$ cat config.mk
export PLATFORM = sky130hd
export DESIGN_NAME = goldschmidt_ctrl
export DESIGN_NICKNAME = d
export VERILOG_FILES = /design/src/rtl/goldschmidt_ctrl.sv
export SDC_FILE = /design/constraint.sdc
export NUM_CORES = 2
export LEC_CHECK = 0
export CAP_MARGIN = 20
export CELL_PAD_IN_SITES_DETAIL_PLACEMENT = 1
export CELL_PAD_IN_SITES_GLOBAL_PLACEMENT = 1
export CORE_ASPECT_RATIO = 1.5
export CORE_MARGIN = 2
export CORE_UTILIZATION = 45
export CTS_CLUSTER_DIAMETER = 30
export DETAILED_ROUTE_END_ITERATION = 6
export GPL_TIMING_DRIVEN = 0
export PLACE_DENSITY = 0.71
export SETUP_SLACK_MARGIN = 0.05
export SYNTH_ARGS = -nofsm -noshare
export SYNTH_HDL_FRONTEND = slang
export SYNTH_SLANG_ARGS = --single-unit
$ cat constraint.sdc
create_clock -name clk -period 17.77 [get_ports clk]
set_clock_uncertainty 0.15 [all_clocks]
set_input_delay 2.6655 -clock clk [delete_from_list [all_inputs] [get_ports clk]]
set_output_delay 2.6655 -clock clk [all_outputs]
set_load 0.1 [all_outputs]
$ cat src/rtl/goldschmidt_ctrl.sv
// Sequential Goldschmidt divider for unsigned Q8.8 operands. One shared 48x32
// multiplier alternates between refining the divisor (MUL_D) and the numerator (MUL_N).
module goldschmidt_ctrl #(
    parameter int ITERS = 5
) (
    input  logic        clk,
    input  logic        rst_n,
    input  logic        start,
    input  logic [15:0] n,
    input  logic [15:0] d,
    output logic        busy,
    output logic        done,
    output logic [15:0] q,
    output logic        dbz,
    output logic [2:0]  state_dbg
);

    // Handshake: start is taken only while busy is low (IDLE); operands are latched
    // on that edge. done pulses for exactly one cycle with q/dbz valid, and busy is
    // already low in that cycle, so a new start may be presented alongside done.

    typedef enum logic [2:0] {
        IDLE  = 3'd0,
        NORM  = 3'd1,
        MUL_D = 3'd2,
        MUL_N = 3'd3,
        OUT   = 3'd4
    } state_t;

    localparam logic [3:0] ITERS_L = 4'(ITERS);

    state_t      state;
    state_t      state_next;
    logic [15:0] n_lat;
    logic [15:0] d_lat;
    logic [31:0] d_acc;
    logic [47:0] n_acc;
    logic [31:0] f_reg;
    logic [3:0]  cnt;

    logic [3:0]  lead_p;
    logic [4:0]  norm_sh;
    logic [31:0] f_calc;
    logic [47:0] mul_a;
    logic [31:0] mul_b;
    logic [79:0] mul_p;
    logic [47:0] mul_sh;
    logic [3:0]  cnt_inc;
    logic        sat;

    // Leading-one position of the latched divisor; d_lat is non-zero whenever NORM runs.
    always_comb begin
        lead_p = 4'd0;
        for (int i = 0; i < 16; i++) begin
            if (d_lat[i]) lead_p = 4'(i);
        end
    end

    assign norm_sh = 5'd30 - {1'b0, lead_p};

    // 2.0 - D in Q1.31 is the two's complement of D over 32 bits.
    assign f_calc  = 32'd0 - d_acc;
    assign mul_a   = (state == MUL_D) ? {16'd0, d_acc} : n_acc;
    assign mul_b   = (state == MUL_D) ? f_calc : f_reg;
    assign mul_p   = {32'd0, mul_a} * {48'd0, mul_b};
    assign mul_sh  = 48'(mul_p >> 31);
    assign cnt_inc = cnt + 4'd1;
    assign sat     = |n_acc[47:39];

    assign state_dbg = state;

    always_ff @(posedge clk) begin
        if (!rst_n) begin
            state <= IDLE;
        end else begin
            state <= state_next;
        end
    end

    always_comb begin
        state_next = state;
        busy       = 1'b1;
        case (state)
            IDLE: begin
                busy = 1'b0;
                if (start) state_next = (d == 16'd0) ? OUT : NORM;
            end
            NORM:    state_next = MUL_D;
            MUL_D:   state_next = MUL_N;
            MUL_N:   state_next = (cnt_inc < ITERS_L) ? MUL_D : OUT;
            OUT:     state_next = IDLE;
            default: state_next = IDLE;
        endcase
    end

    always_ff @(posedge clk) begin
        if (!rst_n) begin
            n_lat <= 16'd0;
            d_lat <= 16'd0;
            d_acc <= 32'd0;
            n_acc <= 48'd0;
            f_reg <= 32'd0;
            cnt   <= 4'd0;
            done  <= 1'b0;
            q     <= 16'h0000;
            dbz   <= 1'b0;
        end else begin
            done <= 1'b0;
            case (state)
                IDLE: begin
                    if (start) begin
                        n_lat <= n;
                        d_lat <= d;
                    end
                end
                NORM: begin
                    d_acc <= {16'd0, d_lat} << norm_sh;
                    n_acc <= {32'd0, n_lat} << norm_sh;
                    cnt   <= 4'd0;
                end
                MUL_D: begin
                    f_reg <= f_calc;
                    d_acc <= mul_sh[31:0];
                end
                MUL_N: begin
                    n_acc <= mul_sh;
                    cnt   <= cnt_inc;
                end
                OUT: begin
                    done <= 1'b1;
                    if (d_lat == 16'd0) begin
                        q   <= 16'hFFFF;
                        dbz <= 1'b1;
                    end else begin
                        q   <= sat ? 16'hFFFF : n_acc[38:23];
                        dbz <= 1'b0;
                    end
                end
                default: ;
            endcase
        end
    end

endmodule

; ---- After elaboration in Yosys (flattened, before gate mapping)
; Index checks and enable logic that the tools add are counted.
[op_classes]
mul = 1
reduce_logical = 7
mux = 29
shift = 2
addsub = 3
n_eq_ne = 5
order_cmp = 1
[op_table]
columns = cell, count
row1 = 48-bit one-hot mux with 2 select lines, 1
row2 = 48-bit by 32-bit multiplier with 79-bit output, 1
row3 = 32-bit one-hot mux with 2 select lines, 1
row4 = 4-bit 2-to-1 mux, 13
row5 = 48-bit 2-to-1 mux, 1
row6 = 16-bit by 5-bit << shifter with 48-bit output, 1
row7 = 16-bit logical NOT, 2
row8 = 16-bit 2-to-1 mux, 2
row9 = 32-bit 2-to-1 mux, 1
row10 = 16-bit by 5-bit << shifter with 32-bit output, 1
row11 = "1-bit by 32-bit subtractor with 32-bit output, first input constant", 1
row12 = 3-bit one-hot mux with 4 select lines, 1
row13 = 3-bit 2-to-1 mux, 3
row14 = 9-bit OR reduction, 1
row15 = 4-bit one-hot mux with 2 select lines, 1
row16 = "3-bit by 2-bit == test with 1-bit output, second input constant", 2
row17 = "5-bit by 4-bit subtractor with 5-bit output, first input constant", 1
row18 = "4-bit by 1-bit adder with 4-bit output, second input constant", 1
row19 = "4-bit by 3-bit < comparator with 1-bit output, second input constant", 1
row20 = 1-bit 2-to-1 mux, 4
row21 = 2-bit nonzero test, 2
row22 = "3-bit by 1-bit == test with 1-bit output, second input constant", 1
row23 = "3-bit == test, second input constant", 1
row24 = 3-bit logical NOT, 1
row25 = other kinds (3), 3
[word_totals]
regBits = 169
input_bits = 35
wordCells = 58
out_inout_bits = 22

; ---- Logic depth before layout (Yosys ltp)
[logic_depth]
ltp_word = 18
ltp_mapped = 41
ltp_nobuf = 37

; ---- Worst setup path after synthesis
; No wires, ideal clock.
[synth_timing]
path_kind = flip-flop to flip-flop
start = register state[1], in the netlist state_dbg[1]
end = register d_acc[30]
setup_ns = 0.112
t_required_ns = 17.508
path_stages_with_launch = 35
t_arrival_ns = 9.541
n_path_buf = 4
path_slack_ns = 7.966
cell_sequence = dfxtp_1 -> nor3b_4 -> clkbuf_1 -> buf_1 -> nand2_1 -> nand2_1 -> clkbuf_1 -> nand2_1 -> fa_1 -> inv_1 -> fa_1 -> inv_1 -> fa_1 -> inv_1 -> fa_1 -> fa_1 -> inv_1 -> fa_1 -> inv_1 -> fa_1 -> inv_1 -> fa_1 -> inv_1 -> ha_1 -> nand4_1 -> nor3_1 -> nand4_1 -> or4b_1 -> a21oi_1 -> o311ai_1 -> a21oi_1 -> or2_1 -> clkbuf_1 -> nor3_1 -> a2111oi_1
[synth_between]
elab_chain_cells = 4
word_cells_on_any_way = 7
classes_between = mul (1) / eq/ne (2) / mux (3) / reduce/logical (1)
[synth_rtl]
columns = item, line_no
row1 = "start, declared", 32  ; state_t state;
row2 = "start signal, assigned", 76  ; state <= state_next;
row3 = 3-bit by 2-bit == test with 1-bit output, "63, 64, 109"
row4 = 48-bit 2-to-1 mux / 32-bit 2-to-1 mux (equally long branches), n/a
row5 = 48-bit by 32-bit multiplier with 79-bit output, 65  ; assign mul_p = {32'd0, mul_a} * {48'd0, mul_b};
row6 = 32-bit one-hot mux with 2 select lines, 109  ; case (state)
row7 = "end signal, assigned", 117  ; d_acc <= {16'd0, d_lat} << norm_sh;
row8 = "end signal, assigned", 123  ; d_acc <= mul_sh[31:0];
row9 = "end, declared", 36  ; logic [31:0] d_acc;
; Several ways; a longest one is shown, not always the timed one.
; A chain may end at the register's enable or synchronous reset.

; ---- Worst setup path in the final report
[layout_timing]
start = register state[0], in the netlist state_dbg[0]
end = register d_acc[30]
; The elaborated chain is that of the path after synthesis.

==> qor.txt <==
met1 Usage GRT: 46.17%
number of H-tree levels: 4
worst skew pair latency: 470 ps
synth warn: 0
final hold violation count: 0
Power, Total: 0.002412 W
pwr dens: 39.70 nW/µm²
sequential area share after synthesis: 5.972%
critical-path maximum fanout: 10
starting DRC count in detailed routing: 3740
Slew @ Worst Pin: 1341 ps
io pins: 57
first-pass GRT wire length: 391100 µm
Final ANT Viol Nets: 0
Yosys top cell area share: 48.55%
DP Cell Count: 8540
Largest register FFs: 48
crit end category: register
Final TNS setup: 0 ps
Syn Inst Count: 6824
GRT Total Usage: 43.71%
via count: 49820
drt via density: 5.804
Layout Nets: 8635
dpl hpwl: 241300 µm
grt met3 use: 6.769%
Initial Utilization: 45.27%
CTS tree: built
drt first pass iters: 5
vias in the first global route: 55160
setup bufs post-CTS: 0
worst path required time: 17970 ps
final cycle utilization of the critical path: 79.92%
Layout area overhead: 7.220%
RSZ-0062 raised after global routing: false
Tmin final: 14200 ps
Post-Layout Cell Count: 8585
final wirelength: 276700 µm
Avg WL per Cell: 32.23 µm
Yosys reg bits: 169
Async SR Flop Fraction: 0%
leak pwr: 28.55 nW
standard-cell rows: 159
reg2reg start: state_dbg[0]
global routing's busiest layer: met2
Worst-path clk slew: 70 ps
hold buffer count at CTS: 0
Post-Syn Area: 56650 µm²
Min-Delay Path Class: reg2reg
status: finished, final reports clean
DIE WIDTH: 293.7 µm
crit path from: state_dbg[0]
GRT Residual Overflow: 0
grt met2 use: 72.50%
maximum VDD drop: 0.07126 mV
Crit Path Class: reg2reg
fin util: 48.54%
Worst setup SP type: register
Worst slew margin: 9.821%
Synth area leaders: fa_1 49%, nand2_1 10%, inv_1 10%
largest net degree at the start of global routing: 17
worst hold start: n_lat[11]
Distinct cells, synth: 86
area leader, netlist: fa_1
Die Y-Extent: 438.6 µm
Die Footprint: 128800 µm²
top-count cell post-synth: nand2_1
syn avg cell area: 8.302 µm²
initial antenna violation count: 13
clk root buf: clkbuf_16
number of flops mapped to enable cells by yosys: 0
Max stage delay cell, worst path: clkbuf_1
Synthesized Nets: 8506
gp weighted congestion: 1.066
CTS buffer count: 17
max frequency: 70.41 MHz
Arr. time, crit path: 14400 ps
CTS max path bufs: 2
DRC: 0
ys flop type: dfxtp_1
core footprint: 125100 µm²
fraction of layout cells with a size suffix above 1: 2.785%
crit-path max cell delay: 980 ps
Crit path top cell by count: fa_1
clock sink count: 169
Max Cap Viol: 0
Commonest cells post-synth: 1560 x nand2_1, 1526 x inv_1, 1374 x fa_1, 458 x nor2_1, 348 x clkbuf_1
Finish-stage setup viols: 0
cts repair resizes: 0
fin. max-slew vios: 0
# port buffers: 56
[per-layer routing]
layer / up-vias / part of all wire [%]
met5: - / 0.015
met4: 6 / 13
met3: 983 / 6.3
li1: 20450 / -
met2: 2249 / 47
met1: 26140 / 33
[through the flow]
step	setup slack, ps	hold WS, ps	cell area, µm²
after floorplan	7966	294.5	56650
after global placement	3763	309.5	59230
after detailed placement	3833	321.8	60070
after CTS	3760	331.1	60670
after global routing	3336	349.3	60730
final	3568	329.6	60740
[worst max-delay path: cells and delay by family (launching register included)]
family          cells  cell delay (ps)
flops               1              310
compound gates      4             1470
fa+ha+maj           9             4690
buf+inv            11             3870
simple gates        9             3550
[placed cells by master (no fill, tap or decap), types with 39 or more instances in the layout]
master	n
clkbuf_1	339
a21oi_1	188
fa_1	1374
ha_1	273
inv_1	1526
xnor2_1	51
clkdlybuf4s50_1	56
a21o_1	49
o21ai_0	100
nand2_1	1560
and2_1	67
nor3_1	39
dfxtp_1	169
nor2_1	458
mux2i_1	79
[power breakdown]
group,switching (W),leakage (nW),total (W),internal (W)
logic,0.00118,26.9,0.00155,0.000373
registers,0.0000534,1.37,0.000459,0.000406
clock network,0.000189,0.292,0.000404,0.000214
[path summary, 6_finish.rpt]
check         endpoint  slack (ps)  depth (start not counted)
max          d_acc[30]        3570                         33
min          n_lat[11]         330                          2
max reg2reg  d_acc[30]        3570                         33
min reg2reg  n_lat[11]         330                          2
[cell type report]
cell class	instances	area (µm²)
Clock inverter	14	160.2
Multi-Input combinational cell	4736	46120
Inverter	1526	5728
Clock buffer	18	439.2
Timing Repair Buffer	110	1335
Buffer	393	1540
Tap cell	1610	2014
Sequential cell	169	3383
Antenna cell	9	22.52
Fill cell	15160	64390
[kinds of logic (layout without fill, tap and decap cells)]
kind of cell,after synthesis,in the layout,synth area share [%]
flops,169,169,5.972
simple gates,2307,2307,16.47
buf+inv,1919,2061,12.81
other cells,0,9,0
mux,120,120,2.303
fa+ha+maj,1647,1647,54.58
compound gates,584,584,6.659
xor+xnor,78,78,1.206
Note: power is estimated with default switching activity, not from simulation.
